`config.mk`:
```
export PLATFORM = sky130hd
export DESIGN_NAME = execution_unit
export DESIGN_NICKNAME = d
export VERILOG_FILES = /design/src/rtl/execution_unit_pkg.sv /design/src/rtl/execution_unit_alu.sv /design/src/rtl/execution_unit.sv
export SDC_FILE = /design/constraint.sdc
export NUM_CORES = 1
export LEC_CHECK = 0
export CAP_MARGIN = 20
export CORE_ASPECT_RATIO = 1.25
export CORE_MARGIN = 2
export CORE_UTILIZATION = 30
export DETAILED_ROUTE_END_ITERATION = 8
export GPL_ROUTABILITY_DRIVEN = 0
export PLACE_DENSITY = 0.48
export SLEW_MARGIN = 20
export SYNTH_ARGS = -nofsm -noshare
export SYNTH_HDL_FRONTEND = slang
export SYNTH_SLANG_ARGS = --single-unit
```
`constraint.sdc`:
```
create_clock -name clk -period 4.45 [get_ports clk]
set_input_delay 0.445 -clock clk [delete_from_list [all_inputs] [get_ports clk]]
set_output_delay 0.445 -clock clk [all_outputs]
set_load 0.1 [all_outputs]
```
`src/rtl/execution_unit_pkg.sv`:
```
// Shared EX-stage definitions: datapath width, ALU op codes, EX/ME bundle.
// Imported by the decode unit as well.
package execution_unit_pkg;

    localparam int XLEN = 32;

    localparam logic [3:0] ALU_ADD  = 4'b0000;
    localparam logic [3:0] ALU_SUB  = 4'b0001;
    localparam logic [3:0] ALU_AND  = 4'b0010;
    localparam logic [3:0] ALU_OR   = 4'b0011;
    localparam logic [3:0] ALU_XOR  = 4'b0100;
    localparam logic [3:0] ALU_SLL  = 4'b0101;
    localparam logic [3:0] ALU_SRL  = 4'b0110;
    localparam logic [3:0] ALU_SRA  = 4'b0111;
    localparam logic [3:0] ALU_SLT  = 4'b1000;
    localparam logic [3:0] ALU_SLTU = 4'b1001;
    localparam logic [3:0] ALU_LUI  = 4'b1010;
    localparam logic [3:0] ALU_AUIPC = 4'b1011;
    localparam logic [3:0] ALU_JAL  = 4'b1100;
    localparam logic [3:0] ALU_JALR = 4'b1101;
    localparam logic [3:0] ALU_BNE  = 4'b1110;
    localparam logic [3:0] ALU_BGE  = 4'b1111;

    typedef struct packed {
        logic [XLEN-1:0] alu_result;
        logic [XLEN-1:0] rs2;
        logic [XLEN-1:0] branch_pc;
        logic [4:0]      rd;
        logic            reg_write;
        logic            mem_read;
        logic            mem_write;
        logic            mem_to_reg;
        logic            branch_taken;
    } ex_me_t;

endpackage

```
`src/rtl/execution_unit_alu.sv`:
```
// Combinational RV32 ALU: arithmetic/logic result plus a compare flag
// used by the branch-taken logic.
module alu
    import execution_unit_pkg::*;
(
    input  logic [XLEN-1:0] a,
    input  logic [XLEN-1:0] b,
    input  logic [XLEN-1:0] pc,
    input  logic [XLEN-1:0] imm,
    input  logic [3:0]      op,
    output logic [XLEN-1:0] res,
    output logic            cmp_true
);

    logic [XLEN-1:0] w_diff;
    logic            w_eq;
    logic            w_lt_s;
    logic            w_lt_u;
    logic [4:0]      w_shamt;

    assign w_diff  = a - b;
    assign w_eq    = (a == b);
    assign w_lt_s  = ($signed(a) < $signed(b));
    assign w_lt_u  = (a < b);
    assign w_shamt = b[4:0];

    always_comb begin
        res = '0;
        unique case (op)
            ALU_ADD:   res = a + b;
            ALU_SUB:   res = w_diff;
            ALU_AND:   res = a & b;
            ALU_OR:    res = a | b;
            ALU_XOR:   res = a ^ b;
            ALU_SLL:   res = a << w_shamt;
            ALU_SRL:   res = a >> w_shamt;
            ALU_SRA:   res = $signed(a) >>> w_shamt;
            ALU_SLT:   res = {{(XLEN-1){1'b0}}, w_lt_s};
            ALU_SLTU:  res = {{(XLEN-1){1'b0}}, w_lt_u};
            ALU_LUI:   res = imm;
            ALU_AUIPC: res = pc + imm;
            ALU_JAL:   res = pc + 32'd4;
            ALU_JALR:  res = pc + 32'd4;
            ALU_BNE:   res = w_diff;
            ALU_BGE:   res = w_diff;
        endcase
    end

    // SUB doubles as BEQ, SLT/SLTU as BLT/BLTU.
    always_comb begin
        cmp_true = 1'b0;
        unique case (op)
            ALU_SUB:  cmp_true = w_eq;
            ALU_BNE:  cmp_true = !w_eq;
            ALU_SLT:  cmp_true = w_lt_s;
            ALU_SLTU: cmp_true = w_lt_u;
            ALU_BGE:  cmp_true = !w_lt_s;
            ALU_JAL:  cmp_true = 1'b1;
            ALU_JALR: cmp_true = 1'b1;
            default:  cmp_true = 1'b0;
        endcase
    end

endmodule

```
`src/rtl/execution_unit.sv`:
```
// EX stage: operand select, ALU, branch target/decision and the EX/ME
// pipeline register (loads every cycle, synchronous active-low reset).
module execution_unit
    import execution_unit_pkg::*;
(
    input  logic            clk,
    input  logic            reset,
    input  logic [XLEN-1:0] ID_EX_rs1,
    input  logic [XLEN-1:0] ID_EX_rs2,
    input  logic [XLEN-1:0] ID_EX_PC,
    input  logic [XLEN-1:0] ID_EX_imm,
    input  logic [4:0]      ID_EX_rd,
    input  logic            ID_EX_ALU_src,
    input  logic            ID_EX_branch,
    input  logic            ID_EX_RegWrite,
    input  logic            ID_EX_MemRead,
    input  logic            ID_EX_MemWrite,
    input  logic            ID_EX_MemtoReg,
    input  logic [3:0]      ID_EX_ALU_op,
    output logic [XLEN-1:0] EX_ME_ALU_result,
    output logic [XLEN-1:0] EX_ME_rs2,
    output logic [XLEN-1:0] EX_ME_branch_PC,
    output logic [4:0]      EX_ME_rd,
    output logic            EX_ME_RegWrite,
    output logic            EX_ME_MemRead,
    output logic            EX_ME_MemWrite,
    output logic            EX_ME_MemtoReg,
    output logic            EX_ME_branch_taken
);

    logic [XLEN-1:0] w_op_b;
    logic [XLEN-1:0] w_res;
    logic            w_cmp;
    logic [XLEN-1:0] w_jalr_sum;
    logic [XLEN-1:0] w_target;
    logic            w_taken;
    ex_me_t          w_next;
    ex_me_t          r_ex_me;

    assign w_op_b = ID_EX_ALU_src ? ID_EX_imm : ID_EX_rs2;

    alu u_alu (
        .a        (ID_EX_rs1),
        .b        (w_op_b),
        .pc       (ID_EX_PC),
        .imm      (ID_EX_imm),
        .op       (ID_EX_ALU_op),
        .res      (w_res),
        .cmp_true (w_cmp)
    );

    // JALR clears bit 0 of the computed target.
    assign w_jalr_sum = ID_EX_rs1 + ID_EX_imm;
    assign w_target   = (ID_EX_ALU_op == ALU_JALR)
                      ? {w_jalr_sum[XLEN-1:1], 1'b0}
                      : ID_EX_PC + ID_EX_imm;
    assign w_taken    = ID_EX_branch & w_cmp;

    always_comb begin
        w_next              = '0;
        w_next.alu_result   = w_res;
        w_next.rs2          = ID_EX_rs2;
        w_next.branch_pc    = w_target;
        w_next.rd           = ID_EX_rd;
        w_next.reg_write    = ID_EX_RegWrite;
        w_next.mem_read     = ID_EX_MemRead;
        w_next.mem_write    = ID_EX_MemWrite;
        w_next.mem_to_reg   = ID_EX_MemtoReg;
        w_next.branch_taken = w_taken;
    end

    always_ff @(posedge clk) begin
        if (!reset) begin
            r_ex_me <= '0;
        end else begin
            r_ex_me <= w_next;
        end
    end

    assign EX_ME_ALU_result   = r_ex_me.alu_result;
    assign EX_ME_rs2          = r_ex_me.rs2;
    assign EX_ME_branch_PC    = r_ex_me.branch_pc;
    assign EX_ME_rd           = r_ex_me.rd;
    assign EX_ME_RegWrite     = r_ex_me.reg_write;
    assign EX_ME_MemRead      = r_ex_me.mem_read;
    assign EX_ME_MemWrite     = r_ex_me.mem_write;
    assign EX_ME_MemtoReg     = r_ex_me.mem_to_reg;
    assign EX_ME_branch_taken = r_ex_me.branch_taken;

endmodule

```
# Word level (Yosys, flattened, before mapping)
# Index checks and enable logic that the tools add are counted.
# op_classes
n_reduce_logical	6
bitwise_logic	5
addsub	5
shift	3
mux	4
n_eq_ne	16
n_lt_le_gt_ge	2
# op_table
operator	count
32-bit case mux with 13 select lines	1
32-bit adder	3
32-bit < comparator	2
32-bit two-way mux	2
32-bit by 3-bit adder with 32-bit output (second input constant)	1
32-bit AND	1
32-bit equality test	1
4-bit equality test (second input constant)	8
32-bit OR	1
32-bit by 5-bit << shifter with 32-bit output	1
32-bit by 5-bit >> shifter with 32-bit output	1
32-bit by 5-bit >>> shifter with 32-bit output	1
32-bit subtractor	1
32-bit XOR	1
4-bit by 3-bit equality test with 1-bit output (second input constant)	4
4-bit by 2-bit equality test with 1-bit output (second input constant)	2
1-bit case mux with 6 select lines	1
4-bit by 1-bit equality test with 1-bit output (second input constant)	1
4-bit logical NOT	1
2-bit OR reduction	2
3-bit OR reduction	1
1-bit logical NOT	2
1-bit AND	1
1-bit inverter	1
# totals
wordCells	51
inputBits	145
register_bits	106

# Depth between registers and ports, before layout
# Gate-level depths: netlist of the first run.
# logic_depth
depth_word	5
mapped_depth	19
ltp_nobuf	15

# By module
# From an unflattened synthesis of the first run, not the netlist that was laid out.
# unflattened
hier_cells	2439
area_unflattened_um2	17744.5
# modules_own_cells
mod	cells_each	area_each_um2	instances
alu	1705	11095.6	1
execution_unit	734	6648.9	1

# Least setup slack after synthesis of the first run
# OpenSTA, ideal clock, no wires.
# synth_path
kind	input to register
startpoint	input ID_EX_ALU_src
endpoint	register r_ex_me, in the netlist EX_ME_ALU_result[30]
required_time_ns	4.374
stages	18
path_buffers	4
path_slack_ns	0.158
t_arrival_ns	4.217
path_cell_list	buf_6 -> mux2i_2 -> inv_1 -> buf_6 -> buf_2 -> buf_2 -> ha_1 -> fa_1 -> o21ba_2 -> nor3_1 -> o31a_1 -> o21ai_1 -> a21o_1 -> a2111oi_1 -> a21oi_1 -> xnor2_1 -> o221a_2 -> o22ai_1
# synth_between
elab_chain_cells	3
elab_cells_between_ends	10
classes_between	2 x add/sub; 3 x shift; 2 x mux; 3 x bitwise
# synth_lines
element	line	rtl
from (decl)	execution_unit.sv:13	input logic ID_EX_ALU_src,
32-bit two-way mux *	execution_unit.sv:40	assign w_op_b = ID_EX_ALU_src ? ID_EX_imm : ID_EX_rs2;
32-bit subtractor (tied with other cells)	execution_unit_alu.sv:21	assign w_diff = a - b;
32-bit case mux with 13 select lines *	execution_unit_alu.sv:29	unique case (op)
to (signal assigned)	execution_unit.sv:76	r_ex_me <= w_next;
to (decl)	execution_unit.sv:38	ex_me_t r_ex_me;
# Every way passes the cells marked *; elsewhere a longest branch is shown, timed or not.
# A chain may end at the register's enable or synchronous reset.

# Final worst setup path of the first run
# layout_path
startpoint	input ID_EX_ALU_src
endpoint	register r_ex_me, in the netlist EX_ME_ALU_result[31]
# The elaborated chain is that of the path after synthesis.

==> impl_metrics.yaml, run 1 <==
finish:
  finalNetCount: 2924
  postLayoutCellArea_um2: 20900
  layout-drive-gt1-share_pct: 9.42
  fin_util_pct: 38.8
  finalNonFillerCells: 3329
  diodes: 0
  syn_to_final_growth_pct: 27.8
worst_setup_path:
  crit_start: "ID_EX_ALU_src"
  worstSetupPathType: "in -> reg"
  end_kind: "flop"
  cp_max_fo: 22
  required_ns: 4.72
  cp.arrival_ns: 4.43
  worstSetupStartpointType: "input pin"
routing:
  via_count: 19600
  finalWirelength_um: 85500
  vias_per_cell: 5.90
  wl_met2_um: 38000
  top_layer_used: "met4"
  ant_nets: 0
  m1WireLength_um: 36200
  drt_first_pass_iters: 7
  detail_route.wl_per_cell_um: 25.7
  wl_met3_um: 7200
  initialDrtViolationCount: 2178
  drc_errors: 0
pwr:
  vdd_drop_max_uv: 138
  p_leak_nw: 8.86
  p_per_area_nw_per_um2: 268
  total_power_w: 0.00561
timing:
  tightestPinTransition_ns: 1.10
  max_freq_ghz: 0.240
  finalSetupViolCount: 0
  max-slew-margin-rel_pct: 26.4
  period_needed_ns: 4.17
  post-route-period-util_pct: 93.6
  hold_violations: 0
  fin_ws_ns: 0.283
  maxSlewViolCount: 0
  rsz0062_at_grt: "false"
logic_synthesis:
  synth_nets: 2617
  ys_seq_area_share_pct: 13.0
  synth_top_cells_by_area: "ha_1 (14%), dfxtp_1 (13%), mux2i_1 (6.9%), a21oi_1 (6.4%), nand2_1 (5.2%)"
  synth_top_cell_by_area: "ha_1"
  yosysUniqueCellTypes: 88
  yosys_register_bits: 106
  yosysTopAreaCellShare_pct: 13.6
  post_synth.cell_area_avg_um2: 7.14
  yosysMostFrequentCell: "nand2_1"
  synth_async_sr_flop_share_pct: 0
  yosysWarnings: 0
  synth_edf_count: 0
  synth.top_cells.by_count: "nand2_1 (228), a21oi_1 (210), nor2_1 (200), ha_1 (178), o21ai_0 (155)"
  syn_inst: 2290
  syn_area_um2: 16400
  synth-main-ff-cell: "dfxtp_1"
hold_path:
  min-delay-start: "ID_EX_rd[1]"
  hold_path_class: "in -> reg"
clock_tree:
  cts.clk_slew.worst_paths_ns: 0.09
  cts_root_buf: "clkbuf_16"
  post_cts_resized: 0
  cts_hold_buf: 0
  cts_sinks: 106
  clockBufferDepth: 2
  cts_tree: "built"
  cts_max_level: 3
  postCtsSetupRepairBufs: 0
  cts_buffers: 9
floorplan:
  die-area_um2: 56400
  die_h_um: 265
  initial_core_util_pct: 30.4
  rows: 95
  die_x_um: 213
  ioPinCount: 251
  coreArea_um2: 53800
grt:
  grt_max_degree: 57
  grtUsageTotal_pct: 29.4
  antenna_found_initial: 1
  grt_pass1_wl_um: 123000
  grt_overflow: 0
  grt_pass1_vias: 18800
run_status:
  status: "completed"
place:
  port_buffers: 250
  place_hpwl_um: 69600
  place_inst: 3313
  dp_slack_ns: -0.0270
  placed_area_um2: 20600
run:
  drv_cap: 0
cells by family after synthesis:
family / synth area share, %
AO/OA/AOI/OAI: 31.9
adder cells (fa/ha/maj): 14.1
multiplexers: 8.49
buffers and inverters: 6.20
XOR/XNOR: 6.42
AND/OR/NAND/NOR: 19.9
flip-flops: 13.0
through the flow:
stage	hold WS, ns	setup TNS (ns)
3_5_place_dp	1.03	-0.0411
4_1_cts	0.594	0
2_1_floorplan	0.567	0
5_1_grt	0.616	0
6_report	0.617	0
3_3_place_gp	1.03	-0.0510
worst max-delay path, stage by stage:
cell	delay [ns]
buf_2	0.15
buf_12	0.18
buf_4	0.42
mux2i_1	0.52
ha_1	0.42
nor2b_1	0.32
nand3_1	0.21
or2_2	0.32
o31ai_1	0.56
a2111oi_0	0.27
a311o_1	0.37
o31ai_1	0.08
a31oi_1	0.11
where the power goes:
part | internal (W) | switching [W]
clock | 0.000406 | 0.000477
combinational | 0.00120 | 0.00243
sequential | 0.00105 | 0.0000413
total | 0.00265 | 0.00295
cells in the final DEF (no fill, tap or decap), types with 18 or more instances in the layout:
| cell type | instances |
|---|---|
| and3_1 | 22 |
| dfxtp_1 | 106 |
| buf_4 | 176 |
| o21a_1 | 18 |
| a21oi_1 | 210 |
| a22oi_1 | 19 |
| nand4_1 | 23 |
| nor3_1 | 49 |
| o31ai_1 | 18 |
| mux2i_1 | 111 |
| a21o_1 | 55 |
| a221oi_1 | 31 |
| ha_1 | 178 |
| inv_1 | 114 |
| nor2_1 | 197 |
| o211ai_1 | 47 |
| nand2b_1 | 22 |
| o22ai_1 | 25 |
| and2_1 | 55 |
| clkdlybuf4s50_1 | 248 |
| nand3_1 | 47 |
| a211oi_1 | 40 |
| o21bai_1 | 19 |
| xnor2_1 | 75 |
| nand2_1 | 228 |
| a31oi_1 | 35 |
| o21ai_0 | 155 |
| xor2_1 | 45 |
registers in the layout, indices dropped and copies added (netlist names):
signal and cells:
EX_ME_ALU_result 32, EX_ME_MemRead 1, EX_ME_MemWrite 1, EX_ME_MemtoReg 1
EX_ME_RegWrite 1, EX_ME_branch_PC 32, EX_ME_branch_taken 1, EX_ME_rd 5
EX_ME_rs2 32
path summary, 6_finish.rpt:
check	endpoint	slack (ns)	depth (start not counted)
setup / recovery	EX_ME_ALU_result[31]	0.28	13
hold / removal	EX_ME_rd[1]	0.62	2
routing by layer:
metal / GRT usage [%] / vias to the layer above
li1: - / 9026
met1: 39.7 / 9381
met2: 46.3 / 1028
met3: 3.86 / 198
met4: 13.9 / 0
met5: 0 / -
cell type report:
cell class,instances,area (um2)
clock buffers,11,243
clock inverters,5,46.3
fillers,5653,32900
inverters,117,442
multi-input cells,1934,13300
flip-flops and latches,106,2120
well taps,727,910
repair buffers,429,3870
Note: power is estimated with default switching activity, not from simulation.
==> run 2, diff against run 1 <==
- MAX_ROUTING_LAYER: not set -> met4
==> run 2 against run 1 <==
Effect of this change: cell count unchanged; combinational power is essentially flat; critical path type unchanged; total power hardly changed; via count up 0.44%.
==> impl_metrics.yaml, run 2 (synthesis gave the netlist of run 1 again) <==
routing:
  detail_route.wl_per_cell_um: 25.6
  vias_per_cell: 5.92
  via_count: 19700
  drc_errors: 0
  ant_nets: 0
  drt_first_pass_iters: 6
  finalWirelength_um: 85400
  initialDrtViolationCount: 1984
timing:
  maxSlewViolCount: 0
  hold_violations: 0
  max_freq_ghz: 0.237
  post-route-period-util_pct: 95.0
  tightestPinTransition_ns: 1.06
  rsz0062_at_grt: "false"
  finalSetupTns_ns: 0
  max-slew-margin-rel_pct: 28.8
  finalHoldWorstSlack_ns: 0.619
  period_needed_ns: 4.23
  finalSetupViolCount: 0
place:
  port_buffers: 250
  place_hpwl_um: 69600
  place_inst: 3313
  placed_area_um2: 20600
finish:
  finalNetCount: 2924
  postLayoutCellArea_um2: 20900
  final_cell_mix: "clkdlybuf4s50_1 (248), nand2_1 (228), a21oi_1 (210), nor2_1 (197), ha_1 (178)"
  syn_to_final_growth_pct: 27.8
  layout-drive-gt1-share_pct: 9.42
  layout_commonest_cell: "clkdlybuf4s50_1"
  fillers: 5653
  multi_input_area_um2: 13300
  finalNonFillerCells: 3329
  diodes: 0
  regArea_um2: 2120
clock_tree:
  cts.clk_slew.worst_paths_ns: 0.09
  cts_buffers: 9
  cts_hold_buf: 0
  clockBufferDepth: 2
  cts_tree: "built"
  post_cts_resized: 0
  postCtsSetupRepairBufs: 0
  cts_max_level: 3
  cts_sinks: 106
  cts_root_buf: "clkbuf_16"
worst_setup_path:
  cp.arrival_ns: 4.53
  required_ns: 4.75
  cp_cell_sequence: "buf_2 -> buf_12 -> buf_4 -> mux2i_1 -> ha_1 -> nor4_1 -> o21a_1 -> o21ai_1 -> nand2_1 -> a31oi_1 -> buf_4 -> o21ai_0 -> xnor2_1 -> a211o_1 -> o31a_1"
  cp_slowest_cell: "mux2i_1"
  crit_buf_inv: 4
  worstSetupPathType: "in -> reg"
  cpPeakStageDelay_ns: 0.55
  crit_top_cell: "buf_4"
  crit_family: "compound AO/OA/AOI/OAI gates"
  worstSetupStartpointType: "input pin"
  end_kind: "flop"
  cp_max_fo: 22
grt:
  antenna_found_initial: 1
  grtUsageTotal_pct: 30.3
  grt_overflow: 0
  grt_max_degree: 57
  grt_pass1_vias: 18800
  grt_pass1_wl_um: 123000
floorplan:
  initial_core_util_pct: 30.4
  rows: 95
  die-area_um2: 56400
  ioPinCount: 251
  die_x_um: 213
  die_h_um: 265
  coreArea_um2: 53800
pwr:
  p_per_area_nw_per_um2: 268
  p_leak_nw: 8.86
  vdd_drop_max_uv: 137
  total_power_w: 0.00560
hold_path:
  hold_path_class: "in -> reg"
run:
  drv_cap: 0
run_status:
  status: "completed"
-- run 2: cell counts in the layout (fill, tap and decap cells not counted) --
No cell type changed its count.
-- run 2: layer usage --
layer,vias to the layer above,GRT usage [%],routed length (um)
met2,1024,46.3,37800
met3,197,4.14,7160
met4,0,13.9,4170
met5,-,-,0
met1,9464,39.4,36200
li1,9035,-,-
-- run 2: layout make-up --
cell class,instances,share of cell area [%]
multi-input combinational,1934,63.5
clock buffer,11,1.16
tap,727,4.35
inverter,117,2.11
sequential,106,10.2
timing repair buffer,429,18.5
clock inverter,5,0.221
-- run 2: per-stage QoR --
step	setup slack [ns]	util (%)
after floorplan	0.158	-
after global placement	-0.0380	38.3
after detailed placement	-0.0270	38.3
after CTS	0.412	38.8
after global routing	0.0938	38.8
final	0.223	38.8
-- run 2: power breakdown --
group          leakage [nW]  internal, W  total [W]  switching (W)
Combinational          7.83      0.00120    0.00363        0.00243
Sequential            0.881      0.00105    0.00109      0.0000416
Clock                 0.142     0.000406   0.000878       0.000472
-- run 2: worst paths after layout --
| check | cells after the start | startpoint | slack [ns] | to |
|---|---|---|---|---|
| worst max-delay path | 15 | ID_EX_ALU_src | 0.22 | EX_ME_ALU_result[28] |
| worst min-delay path | 2 | ID_EX_rd[1] | 0.62 | EX_ME_rd[1] |
==> run 3, diff against run 2 <==
- DONT_BUFFER_PORTS: not set -> 1
- PLACE_DENSITY: 0.48 -> 0.42
- REMOVE_ABC_BUFFERS: not set -> 1
- SLEW_MARGIN: 20 -> not set
==> run 3 against run 2 <==
Effect of this change: die area stayed put; final area is 16% lower; hold slack worse by 0.49 ns; global-route usage is 0.38 points higher; combinational power is 36% lower.
==> impl_metrics.yaml, run 3 (synthesis gave the netlist of run 1 again) <==
finish:
  fin_util_pct: 32.6
  layout_commonest_cell: "nand2_1"
  layout-drive-gt1-share_pct: 5.94
  syn_to_final_growth_pct: 7.28
  fillers: 5860
  finalNetCount: 2562
  final_cell_mix: "nand2_1 (228), a21oi_1 (210), nor2_1 (197), ha_1 (178), o21ai_0 (155)"
pwr:
  p_leak_nw: 7.34
  vdd_drop_max_uv: 163
  p_per_area_nw_per_um2: 285
  p_switching_w: 0.00273
  internal_power_w: 0.00227
  swShare_pct: 54.6
  comb_power_share_pct: 46.7
  pwr-share-clk_pct: 17.4
  pwr-share-seq_pct: 35.9
timing:
  finalSetupTns_ns: 0
  finalSetupViolCount: 0
  hold_violations: 0
  max-slew-margin-rel_pct: 28.2
  max_freq_ghz: 0.251
  post-route-period-util_pct: 89.4
  tightestPinTransition_ns: 1.07
  maxSlewViolCount: 0
  rsz0062_at_grt: "false"
  period_needed_ns: 3.98
grt:
  busiest_layer: "met2"
  grt_util_met3_pct: 4.23
  grt_pass1_vias: 17700
  grtUsageTotal_pct: 30.7
  use_met2_pct: 53.3
  antenna_found_initial: 0
  grt.met1_usage_pct: 34.1
  grt_max_degree: 74
  grt_overflow: 0
  grt_pass1_wl_um: 123000
worst_setup_path:
  crit_buf_inv: 0
  required_ns: 4.71
  cp_cell_sequence: "mux2i_4 -> ha_1 -> a211oi_1 -> o21ai_0 -> o221a_2 -> a31o_2 -> nand3_1 -> o31ai_1 -> a2111oi_0 -> a311o_1 -> o31ai_1 -> a31oi_1"
  cp.arrival_ns: 4.24
  cp_max_fo: 35
  critPathCapture: "EX_ME_ALU_result[31]"
  worstSetupPathType: "in -> reg"
  crit_family: "compound AO/OA/AOI/OAI gates"
  worstSetupStartpointType: "input pin"
  worst-path-stages: 12
  end_kind: "flop"
  crit_start: "ID_EX_ALU_src"
  crit_top_cell: "o31ai_1"
  cpPeakStageDelay_ns: 0.74
  cp_slowest_cell: "o31ai_1"
routing:
  via_count: 18200
  finalWirelength_um: 86500
  vias_per_cell: 6.12
  detail_route.wl_per_cell_um: 29.2
  drc_errors: 0
  ant_nets: 0
  drt_first_pass_iters: 6
  initialDrtViolationCount: 1865
clock_tree:
  cts_max_level: 3
  cts_sinks: 106
  clockBufferDepth: 2
  postCtsSetupRepairBufs: 0
  cts.clk_slew.worst_paths_ns: 0.10
  cts_hold_buf: 0
  post_cts_resized: 0
  cts_buffers: 9
  cts_tree: "built"
  cts_root_buf: "clkbuf_16"
floorplan:
  coreArea_um2: 53800
  rows: 95
  initial_core_util_pct: 30.4
  ioPinCount: 251
  die_x_um: 213
  die-area_um2: 56400
  die_h_um: 265
hold_path:
  hold_path_class: "in -> reg"
run:
  drv_cap: 0
place:
  port_buffers: 0
  place_hpwl_um: 67900
run_status:
  status: "completed"
[run 3: cell count changes in the layout (fill, tap and decap cells not counted), moves of 2 or more]
cell | previous run | this run
inv_1 | 114 | 112
buf_12 | 3 | 1
clkdlybuf4s50_1 | 248 | 0
clkinv_1 | 0 | 2
buf_4 | 176 | 65
buf_2 | 2 | 0
[run 3: worst min-delay path by stage]
stage                  start                    to  cells past startpoint
6_report       ID_EX_rs2[22]         EX_ME_rs2[22]                      1
5_1_grt        ID_EX_rs2[22]         EX_ME_rs2[22]                      1
4_1_cts        ID_EX_rs2[22]         EX_ME_rs2[22]                      1
3_5_place_dp    ID_EX_rs2[5]          EX_ME_rs2[5]                      1
3_3_place_gp   ID_EX_rs2[31]         EX_ME_rs2[31]                      1
2_1_floorplan          reset  EX_ME_ALU_result[24]                      1
[run 3: power groups by stage]
stage	Combinational (W)	Clock, W	Sequential (W)
after floorplan	0.00154	0	0.00180
after global placement	0.00227	0	0.00182
after detailed placement	0.00227	0	0.00182
after CTS	0.00228	0.000906	0.00180
after global routing	0.00250	0.000928	0.00181
final	0.00233	0.000872	0.00180
[run 3: metrics by stage]
| stage | power (W) | hold WS (ns) | std cells | setup slack, ns | cell area (um2) |
|---|---|---|---|---|---|
| after floorplan | 0.00335 | 0.562 | 2157 | -2.35 | 15800 |
| after global placement | 0.00409 | 0.567 | 2950 | 0.149 | 17300 |
| after detailed placement | 0.00409 | 0.570 | 2950 | 0.145 | 17300 |
| after CTS | 0.00499 | 0.111 | 2966 | 0.571 | 17500 |
| after global routing | 0.00523 | 0.123 | 2967 | 0.401 | 17500 |
| final | 0.00500 | 0.125 | 2968 | 0.471 | 17600 |
[run 3: cell type report]
type / instances / area (um2) / share of cell area, %
antenna: 1 / 2.50 / 0.0143
clock buffer: 10 / 229 / 1.30
clock inverter: 6 / 50.0 / 0.285
inverter: 117 / 442 / 2.52
multi-input combinational: 1934 / 13300 / 75.7
sequential: 106 / 2120 / 12.1
tap: 727 / 910 / 5.18
timing repair buffer: 67 / 515 / 2.94
[run 3: per-layer routing]
layer  vias up  part of all wire [%]
met2       834                    50
met1      8840                    39
met5         -                     0
met3       191                   5.7
li1       8287                     -
met4         0                   5.3
